[config.mk]
export PLATFORM = sky130hd
export DESIGN_NAME = handshake_arbiter
export DESIGN_NICKNAME = d
export VERILOG_FILES = /design/src/rtl/handshake_pkg.sv /design/src/rtl/sync_ff.sv /design/src/rtl/handshake_arbiter.sv
export SDC_FILE = /design/constraint.sdc
export NUM_CORES = 1
export LEC_CHECK = 0
export BUFFER_PORTS_ARGS = -buffer_cell sky130_fd_sc_hd__buf_2
export CAP_MARGIN = 20
export CORE_AREA = 2 2 39 41
export DETAILED_ROUTE_END_ITERATION = 7
export DIE_AREA = 0 0 41 43
export GPL_TIMING_DRIVEN = 1
export HOLD_SLACK_MARGIN = 0.05
export PLACE_DENSITY_LB_ADDON = 0.08
export SLEW_MARGIN = 20
export SYNTH_ARGS = -nofsm -noshare
export SYNTH_HDL_FRONTEND = slang
export SYNTH_SLANG_ARGS = --single-unit
[constraint.sdc]
create_clock -name clk -period 1.1 [get_ports clk]
set_input_delay 0.165 -clock clk [delete_from_list [all_inputs] [get_ports clk]]
set_output_delay 0.165 -clock clk [all_outputs]
set_load 0.03 [all_outputs]
[src/rtl/handshake_pkg.sv]
// Shared state encoding and defaults for the 4-phase channel arbiter.
package handshake_pkg;

  typedef enum logic [1:0] {
    IDLE    = 2'd0,
    REQ     = 2'd1,
    RELEASE = 2'd2
  } arb_state_t;

  localparam int DEFAULT_SYNC_STAGES = 2;

endpackage

[src/rtl/sync_ff.sv]
// Reset-to-0 flop chain bringing an asynchronous level into the clk domain.
// Latency: `stages` edges; no flow control, the output is a plain level.
module sync_ff #(
  parameter int stages = 2
) (
  input  logic clk,
  input  logic rst,
  input  logic d,
  output logic q
);

  logic [stages-1:0] sync_q;

  always_ff @(posedge clk or posedge rst) begin
    if (rst) begin
      sync_q <= '0;
    end else begin
      sync_q <= {sync_q[stages-2:0], d};
    end
  end

  assign q = sync_q[stages-1];

endmodule

[src/rtl/handshake_arbiter.sv]
// Round-robin arbiter sharing one 4-phase req/ack channel among `size` requesters.
// Grant one edge after a request is seen; requesters hold req until done. Optional abort: HS_ARB_TIMEOUT_EN.
module handshake_arbiter
  import handshake_pkg::*;
#(
  parameter int size        = 2,
  parameter int SYNC_STAGES = DEFAULT_SYNC_STAGES,
  parameter int TIMEOUT     = 255
) (
  input  logic            clk,
  input  logic            rst,
  input  logic [size-1:0] req_vec,
  output logic [size-1:0] grant_vec,
  output logic [size-1:0] done_vec,
  output logic            busy,
  output logic            ch_req,
  input  logic            ch_ack
`ifdef HS_ARB_TIMEOUT_EN
  ,
  output logic            err_timeout
`endif
);

  localparam int IDX_W = $clog2(size);
  localparam logic [IDX_W-1:0] LAST_IDX = IDX_W'(size - 1);

  if (size < 2 || SYNC_STAGES < 2 || TIMEOUT < 1) begin : g_bad_params
    $error("handshake_arbiter: size and SYNC_STAGES must be >= 2, TIMEOUT >= 1");
  end

  arb_state_t       state_q, state_d;
  logic [size-1:0]  grant_q, grant_d;
  logic [size-1:0]  done_q, done_d;
  logic             ch_req_q, ch_req_d;
  logic [IDX_W-1:0] ptr_q, ptr_d;
  logic [IDX_W-1:0] winner_q, winner_d;
  logic [IDX_W-1:0] pick;
  logic             ack_s;

`ifdef HS_ARB_TIMEOUT_EN
  localparam int CNT_W = ($clog2(TIMEOUT + 1) < 8) ? 8 : $clog2(TIMEOUT + 1);
  logic [CNT_W-1:0] cnt_q, cnt_d;
  logic             err_q, err_d;
`endif

  sync_ff #(
    .stages(SYNC_STAGES)
  ) u_ack_sync (
    .clk(clk),
    .rst(rst),
    .d  (ch_ack),
    .q  (ack_s)
  );

  // First asserted request at or after the pointer, wrapping at size-1.
  function automatic logic [IDX_W-1:0] rr_pick(input logic [size-1:0]  req,
                                                input logic [IDX_W-1:0] ptr);
    logic [IDX_W-1:0] idx;
    logic [IDX_W-1:0] win;
    logic             found;
    win   = ptr;
    found = 1'b0;
    for (int k = 0; k < size; k++) begin
      idx = IDX_W'((int'(ptr) + k) % size);
      if (!found && req[idx]) begin
        win   = idx;
        found = 1'b1;
      end
    end
    return win;
  endfunction

  assign pick = rr_pick(req_vec, ptr_q);

  always_comb begin
    state_d  = state_q;
    grant_d  = grant_q;
    done_d   = '0;
    ch_req_d = ch_req_q;
    ptr_d    = ptr_q;
    winner_d = winner_q;
`ifdef HS_ARB_TIMEOUT_EN
    cnt_d    = cnt_q;
    err_d    = 1'b0;
`endif
    unique case (state_q)
      IDLE: begin
        // ack_s must have returned to zero before a new 4-phase cycle may start.
        if ((|req_vec) && !ack_s) begin
          state_d  = REQ;
          winner_d = pick;
          grant_d  = {{(size-1){1'b0}}, 1'b1} << pick;
          ch_req_d = 1'b1;
`ifdef HS_ARB_TIMEOUT_EN
          cnt_d    = '0;
`endif
        end
      end
      REQ: begin
        if (ack_s) begin
          state_d  = RELEASE;
          ch_req_d = 1'b0;
        end
`ifdef HS_ARB_TIMEOUT_EN
        else begin
          cnt_d = cnt_q + CNT_W'(1);
          if (cnt_d == CNT_W'(TIMEOUT)) begin
            state_d  = RELEASE;
            ch_req_d = 1'b0;
            err_d    = 1'b1;
          end
        end
`endif
      end
      RELEASE: begin
        if (!ack_s) begin
          state_d = IDLE;
          done_d  = grant_q;
          grant_d = '0;
          ptr_d   = (winner_q == LAST_IDX) ? '0 : winner_q + IDX_W'(1);
        end
      end
      default: begin
        state_d  = IDLE;
        grant_d  = '0;
        ch_req_d = 1'b0;
      end
    endcase
  end

  always_ff @(posedge clk or posedge rst) begin
    if (rst) begin
      state_q  <= IDLE;
      grant_q  <= '0;
      done_q   <= '0;
      ch_req_q <= 1'b0;
      ptr_q    <= '0;
      winner_q <= '0;
    end else begin
      state_q  <= state_d;
      grant_q  <= grant_d;
      done_q   <= done_d;
      ch_req_q <= ch_req_d;
      ptr_q    <= ptr_d;
      winner_q <= winner_d;
    end
  end

`ifdef HS_ARB_TIMEOUT_EN
  always_ff @(posedge clk or posedge rst) begin
    if (rst) begin
      cnt_q <= '0;
      err_q <= 1'b0;
    end else begin
      cnt_q <= cnt_d;
      err_q <= err_d;
    end
  end

  assign err_timeout = err_q;
`endif

  assign grant_vec = grant_q;
  assign done_vec  = done_q;
  assign ch_req    = ch_req_q;
  assign busy      = (state_q != IDLE);

endmodule

==> flow_summary.yaml, run 1 <==
global_route:
  first_global_vias: 343
  grt_use_total: 0.131
  grt_max_degree: 12
  antenna_found_initial: 0
  grt_overflow: 0
  grt_first_pass_wirelength_um: 1480
placed_design:
  post_dp_cell_area_um2: 504
  dp_slack_ns: 0.0127
  hpwl_um: 583
  portBuffers: 10
  placed_cells: 62
  place.gp.congestion: 0.720
floorplan:
  die_height_um: 43
  fp.dieArea_mm2: 0.00176
  rows: 14
  die_w_um: 41
  ioPinCount: 11
  core_mm2: 0.00138
  start_util: 0.314
clock_tree:
  cts_tree: "done"
  clk_pin_slew_ns: 0.06
  cts-htree-levels: 1
  clock-root-buffer: "clkbuf_4"
  clk_latency_ns: 0.26
  clock-sinks: 11
  numCtsBuffers: 3
  clockBufferDepth: 2
setup_path:
  cp_data_arrival_time_ns: 1.03
  worstSetupEndpointType: "output port"
  crit_type: "reg2out"
  worstPathRequired_ns: 0.94
  worstReg2RegEnd: "winner_q"
  reg2reg_slack_ns: -0.04
  crit_end: "busy"
  path_max_fanout: 2
  cp-start-kind: "flop"
  cp-startpoint: "state_q[0]"
  r2r.worst_path.cells: 4
  r2r_start: "state_q[1]"
synth:
  yosysWarnings: 0
  syn_inst: 36
  synthArstFlopShare: 1.00
  synth_edf_count: 0
  synthFlopType: "dfrtp_1"
  synth_nets: 41
  ys_ff_latch: 11
  synth_cell_types: 17
  avgSynthCellArea_um2: 12.1
  yosysSeqAreaShare: 0.634
  syn_area_um2: 434
cells_and_area:
  diodes: 0
  nFillCells: 146
  nNetsFinal: 60
  final_cells: 70
  drive_gt1_frac: 0.407
  fin_util: 0.433
  area_delta_synth_final_pct: 38.0
  design_area_um2: 599
timing:
  grt_setup_unrepaired: "yes"
  worstMarginPinSlew_ns: 0.418
  setup_viol: 4
  worst_slack_ns: -0.0972
  skew_ns: 0.00370
  min_period_ns: 1.20
  finalHoldViolCount: 0
  fin_crit_sh: 1.09
  maxSlewHeadroom: 0.721
  fmax_mhz: 835
  slew_viol_final: 0
  fin_setup_tns_ns: -0.157
min_path:
  hold_depth: 2
  hp-class: "in2reg"
routing:
  viasPerCell: 4.96
  ant_nets: 0
  drt-total-wl_um: 871
  avgRoutedWirePerCell_um: 12.4
  first_pass_iters: 3
  route.detailed.drc: 0
  dr_total_vias: 347
  drt_iter0_markers: 7
pwr:
  power_density_mw_per_mm2: 1780
  power.switching_uw: 337
  clock_power_share: 0.246
  switching_share: 0.317
  pwr-share-comb: 0.264
  ir_drop_mv: 0.707
  p_seq_frac: 0.489
  internal-power_uw: 728
  leakage_uw: 0.000284
outcome:
  violations: "setup timing"
  outcome: "complete, but fails checks"
flow_run:
  max_cap_viol_count: 0
stage by stage:
step	hold slack [ns]	power [µW]
2_1_floorplan	0.0174	687
3_3_place_gp	0.162	752
3_5_place_dp	0.175	762
4_1_cts	0.119	1070
5_1_grt	0.137	1150
6_report	0.133	1070
power groups by stage:
stage                     clock, µW  sequential (µW)  combinational [µW]
after CTS                       277              520                 272
after detailed placement          0              530                 232
final                           263              521                 281
after global routing            308              529                 309
after global placement            0              527                 225
after floorplan                   0              570                 117
synth_stat cells, types with 2 or more instances:
| cell | n | area, µm² |
|---|---|---|
| dfrtp_1 | 11 | 275 |
| nand2_1 | 3 | 11.3 |
| nand2b_1 | 3 | 18.8 |
| a21oi_1 | 2 | 10.0 |
| a32o_1 | 2 | 20.0 |
| and2_1 | 2 | 12.5 |
| inv_1 | 2 | 7.51 |
| nor2_1 | 2 | 7.51 |
cell type report:
type                    count  area (µm²)  share of cell area
multi-input cells          23         178               0.296
flip-flops and latches     11         277               0.461
repair buffers             14        91.3               0.152
clock buffers               4        26.3              0.0438
inverters                   2        7.51              0.0125
well taps                  16        20.0              0.0334
what timing repair did:
action                     4_1_cts  5_1_grt
hold buffers                     2        0
setup buffers                    2        0
setup endpoints to repair        2        7
pin swaps                        0        1
resized for setup                6        4
hold endpoints to repair        12        0
worst min-delay path by stage:
stage / startpoint / to
finish: req_vec[0] / winner_q
global route: req_vec[0] / winner_q
CTS: req_vec[0] / winner_q
detailed placement: rst / u_ack_sync.sync_q[0]
global placement: rst / u_ack_sync.sync_q[0]
floorplan: rst / ch_req
flip-flops by register name, summed over array words and instances (netlist names):
name,count
ch_req,1
done_vec,2
grant_vec,2
ptr_q,1
state_q,2
u_ack_sync.sync_q,2
winner_q,1
critical path, cell delays in order (launching register included):
cell and delay, ns:
dfrtp_1 0.39, or2_4 0.25, buf_6 0.13
cells by family (layout without fill, tap and decap cells):
kind of cell / after synthesis / after routing / share of synthesized area
AOI/OAI and AO/OA: 9 / 9 / 0.159
and+or+nand+nor: 13 / 13 / 0.167
buffers and inverters: 2 / 20 / 0.0173
muxes: 1 / 1 / 0.0231
DFF: 11 / 11 / 0.634
placed cells by master, fill, tap and decap left out:
cell	count
o21ai_1	1
dfrtp_1	10
nor3_4	1
nor2_2	1
nand2b_4	1
or2_4	1
buf_4	2
a21boi_0	1
nand2_1	3
dlygate4sd3_1	2
o211ai_2	1
dfrtp_2	1
mux2i_1	1
a21oi_1	2
o21a_1	1
buf_2	9
clkbuf_4	3
or2_1	1
buf_6	1
and2_1	2
nor2_4	1
inv_1	2
a31oi_1	1
clkbuf_1	1
nand2b_1	2
a32o_1	2
routing by layer:
| metal | global-route usage | routed length (µm) |
|---|---|---|
| met2 | 0.209 | 496 |
| met3 | 0.0942 | 56 |
| met5 | 0 | 0 |
| met1 | 0.127 | 319 |
| met4 | 0.0400 | 0 |
Power figures use the tool's default switching activity.
==> run 2: changes to the inputs <==
==> constraint.sdc (replaced) <==
create_clock -name clk -period 1.1 [get_ports clk]
set_input_delay 0.22 -clock clk [delete_from_list [all_inputs] [get_ports clk]]
set_output_delay 0.22 -clock clk [all_outputs]
set_load 0.03 [all_outputs]
==> run 2 against run 1 <==
Compared with the run above:
- the run still ends with setup timing left
- final cell count up 2.9%
- largest power group unchanged
- non-clock buffer count up 2
- clock-buffer cell count unchanged
- clock skew up 0.0024 ns
- sequential power down 0.8%
- first-iteration DRC count down 29%
- via count down 2.9%
==> flow_summary.yaml, run 2 (same netlist as run 1, synthesis figures left out) <==
placed_design:
  placed_cells: 63
  portBuffers: 10
  hpwl_um: 565
  place.gp.congestion: 0.652
clock_tree:
  clk_latency_ns: 0.28
  clock-root-buffer: "clkbuf_4"
  numCtsBuffers: 3
  cts_tree: "done"
  clk_pin_slew_ns: 0.07
  clockBufferDepth: 2
  clock-sinks: 11
  cts-htree-levels: 1
routing:
  first_pass_iters: 4
  drt-total-wl_um: 849
  viasPerCell: 4.68
  ant_nets: 0
  dr_total_vias: 337
  route.detailed.drc: 0
  avgRoutedWirePerCell_um: 11.8
  drt_iter0_markers: 5
floorplan:
  die_w_um: 41
  rows: 14
  core_mm2: 0.00138
  die_height_um: 43
  ioPinCount: 11
  start_util: 0.314
  fp.dieArea_mm2: 0.00176
setup_path:
  worstSetupEndpointType: "output port"
  crit_type: "reg2out"
  cp_slowest_cell: "dfrtp_1"
  reg2reg_slack_ns: -0.01
  path_cells: "or2_4 -> buf_6"
  path_max_fanout: 2
  r2r.worst_path.cells: 4
  worstReg2RegEnd: "winner_q"
  worstPathRequired_ns: 0.88
  critical_path_buf_inv_count: 1
  critPathMaxStageDelay_ns: 0.39
  r2r_start: "state_q[0]"
  cpLargestDelayFamily: "flip-flops"
  cp-start-kind: "flop"
  cp_data_arrival_time_ns: 1.04
timing:
  grt_setup_unrepaired: "yes"
  setup_viol: 2
  fin_crit_sh: 1.15
  maxSlewHeadroom: 0.725
  min_period_ns: 1.26
  fmax_mhz: 791
  slew_viol_final: 0
  finalHoldViolCount: 0
  worstMarginPinSlew_ns: 0.412
  worst_slack_ns: -0.164
  skew_ns: 0.00607
min_path:
  hp-start: "req_vec[0]"
  hp-class: "in2reg"
  hold_depth: 2
  hold_end: "winner_q"
cells_and_area:
  multi_input_area_um2: 194
  final_common_cell: "dfrtp_1"
  diodes: 0
  area_delta_synth_final_pct: 45.5
  layout_common_cells: "11 x dfrtp_1, 8 x buf_2, 5 x buf_4"
  final_cells: 72
  drive_gt1_frac: 0.446
  nFillCells: 128
  nNetsFinal: 62
  area.sequential_um2: 275
global_route:
  grt_first_pass_wirelength_um: 1300
  first_global_vias: 332
  grt_max_degree: 12
  antenna_found_initial: 0
  grt_overflow: 0
  grt_use_total: 0.119
flow_run:
  max_cap_viol_count: 0
outcome:
  violations: "setup timing"
  outcome: "complete, but fails checks"
pwr:
  power_uw: 1120
  power_density_mw_per_mm2: 1770
  ir_drop_mv: 0.614
  leakage_uw: 0.000300
-- run 2: cell types whose count changed in the layout (fill, tap and decap cells not counted), sizes merged --
cell  delta
buf      +2
-- run 2: cell type report --
class / instances / share of cell area
Tap cell: 16 / 0.0317
Clock buffer: 4 / 0.0416
Sequential cell: 11 / 0.436
Timing Repair Buffer: 16 / 0.172
Multi-Input combinational cell: 23 / 0.307
Inverter: 2 / 0.0119
-- run 2: how the worst max path moves through the flow --
stage	from	end	slack, ns	cells past startpoint
finish	state_q[0]	busy	-0.16	2
global route	state_q[0]	busy	-0.19	2
CTS	state_q[1]	busy	-0.16	2
detailed placement	state_q[0]	busy	-0.02	2
global placement	state_q[0]	busy	0.003	2
floorplan	state_q[0]	busy	0.09	1
-- run 2: through the flow --
| stage | setup WS, ns | TNS, ns | hold slack [ns] | utilization | area (µm²) |
|---|---|---|---|---|---|
| 2_1_floorplan | 0.0892 | 0 | 0.0724 | - | 434 |
| 3_3_place_gp | 0.00287 | 0 | 0.217 | 0.370 | 512 |
| 3_5_place_dp | -0.0168 | -0.0216 | 0.237 | 0.370 | 512 |
| 4_1_cts | -0.161 | -0.175 | 0.166 | 0.436 | 603 |
| 5_1_grt | -0.195 | -0.417 | 0.173 | 0.457 | 632 |
| 6_report | -0.164 | -0.172 | 0.164 | 0.457 | 632 |
-- run 2: power by group --
| part | internal (µW) | switching (µW) |
|---|---|---|
| combinational | 141 | 173 |
| sequential | 471 | 45.9 |
| clock | 141 | 145 |
-- run 2: what timing repair did --
item	CTS	global route
gates resized for setup	7	6
buffers inserted	2	1
hold buffers	2	0
pin swaps	4	3
hold endpoints to repair	12	0
endpoints found under the setup margin	3	7
-- run 2: per-layer routing --
metal | GRT usage | wire length, µm
met1 | 0.131 | 345
met2 | 0.169 | 436
met3 | 0.0314 | 34
met4 | 0.120 | 33
met5 | 0 | 0
==> run 3: changes to the inputs <==
- CORE_AREA: 2 2 39 41 -> default
- CORE_MARGIN: default -> 2
- CORE_UTILIZATION: default -> 29
- DIE_AREA: 0 0 41 43 -> default
==> run 3 against run 2 <==
Compared with the run above:
- the run still ends with setup timing left
- via count shrank 3.3%
- final cell count shrank 2.8%
- largest cell class unchanged
- critical path type unchanged
- hold slack lost 0.10 ns
- combinational power shrank 4%
- clock power shrank 6%
- wire length grew 1.8%
- total power shrank 3.1%
- critical path depth is the same
- flip-flop and latch count is the same
==> flow_summary.yaml, run 3 (same netlist as run 1, synthesis figures left out) <==
timing:
  skew_ns: 0.00455
  worstMarginPinSlew_ns: 0.406
  finalHoldViolCount: 0
  fmax_mhz: 807
  fin_crit_sh: 1.13
  maxSlewHeadroom: 0.729
  grt_setup_unrepaired: "yes"
  min_period_ns: 1.24
  slew_viol_final: 0
  setup_viol: 3
  worst_slack_ns: -0.139
setup_path:
  worstPathRequired_ns: 0.88
  crit_type: "reg2out"
  reg2reg_slack_ns: -0.04
  critPathMaxStageDelay_ns: 0.38
  crit_end: "busy"
  path_cells: "or2_4 -> buf_6"
  cp_slowest_cell: "dfrtp_1"
  cp-startpoint: "state_q[0]"
  r2r.worst_path.cells: 4
  cp-start-kind: "flop"
  path_max_fanout: 2
  worstSetupEndpointType: "output port"
  cp_data_arrival_time_ns: 1.02
  r2r_start: "state_q[0]"
  worstReg2RegEnd: "grant_vec[0]"
clock_tree:
  numCtsBuffers: 3
  clock-root-buffer: "clkbuf_4"
  clk_pin_slew_ns: 0.06
  cts-htree-levels: 1
  clock-sinks: 11
  clk_latency_ns: 0.26
  clockBufferDepth: 2
  cts_tree: "done"
cells_and_area:
  drive_gt1_frac: 0.418
  diodes: 0
  final_common_cell: "dfrtp_1"
  fin_util: 0.450
  area_delta_synth_final_pct: 40.1
  layout_common_cells: "11 x dfrtp_1, 8 x buf_2, 4 x buf_4"
  nNetsFinal: 61
min_path:
  hp-class: "in2reg"
global_route:
  antenna_found_initial: 0
  grt_use_total: 0.117
  grt_first_pass_wirelength_um: 1520
  first_global_vias: 362
  grt_max_degree: 12
  grt_overflow: 0
routing:
  route.detailed.drc: 0
  dr_total_vias: 326
  avgRoutedWirePerCell_um: 12.3
  first_pass_iters: 4
  ant_nets: 0
  drt_iter0_markers: 5
  drt-total-wl_um: 864
  viasPerCell: 4.66
outcome:
  violations: "setup timing"
  outcome: "complete, but fails checks"
placed_design:
  portBuffers: 10
  hpwl_um: 623
  place.gp.congestion: 0.654
  dp_slack_ns: -0.0181
pwr:
  ir_drop_mv: 0.694
  leakage_uw: 0.000294
  power_density_mw_per_mm2: 1780
floorplan:
  die_w_um: 42.7
  ioPinCount: 11
  core_mm2: 0.00135
  die_height_um: 42.7
  start_util: 0.322
  rows: 13
  fp.dieArea_mm2: 0.00182
flow_run:
  max_cap_viol_count: 0
[run 3: cell types whose count changed in the layout (fill, tap and decap cells not counted), sizes merged]
cell and change:
dlygate4sd3 -1
[run 3: stage by stage]
step	instances	total power [µW]	hold slack [ns]	cell area, µm²	TNS, ns
6_report	70	1080	0.0619	608	-0.200
5_1_grt	70	1160	0.0515	608	-0.520
4_1_cts	69	1080	0.0510	596	-0.160
3_5_place_dp	62	765	0.229	510	-0.0347
3_3_place_gp	62	754	0.218	510	0
2_1_floorplan	36	687	0.0724	434	0
[run 3: how the worst min path moves through the flow]
stage,startpoint,end,slack [ns],cells after the start
6_report,ch_ack,u_ack_sync.sync_q[0],0.06,1
5_1_grt,ch_ack,u_ack_sync.sync_q[0],0.05,1
4_1_cts,ch_ack,u_ack_sync.sync_q[0],0.05,1
3_5_place_dp,rst,u_ack_sync.sync_q[0],0.23,2
3_3_place_gp,rst,u_ack_sync.sync_q[0],0.22,2
2_1_floorplan,rst,ch_req,0.07,1
[run 3: what timing repair did]
action | in CTS | in global routing
hold endpoints to repair | 11 | 0
endpoints found under the setup margin | 3 | 7
pin swaps | 3 | 2
buffers inserted | 2 | 1
gates resized for setup | 8 | 3
hold buffers | 1 | 0
[run 3: per-layer routing]
layer  vias up  global-route usage  part of all wire
met2         7               0.188              0.52
met4         0              0.0938                 0
met1       159               0.130              0.45
li1        160                   -                 -
met5         -                   0                 0
met3         0              0.0255             0.034
[run 3: layout make-up]
class,count,area [µm²]
clock buffers,4,26.3
repair buffers,15,103
well taps,15,18.8
inverters,2,7.51
fillers,133,742
multi-input cells,23,178
flip-flops and latches,11,275
[run 3: report_power, final]
group,internal [µW],switching [µW]
logic,128,174
clock network,140,128
registers,471,40.0
[run 3: critical path, delay by kind of cell, from the launching register on]
family,cells,cell delay (ns)
DFF,1,0.38
and+or+nand+nor,1,0.25
buffers and inverters,1,0.13
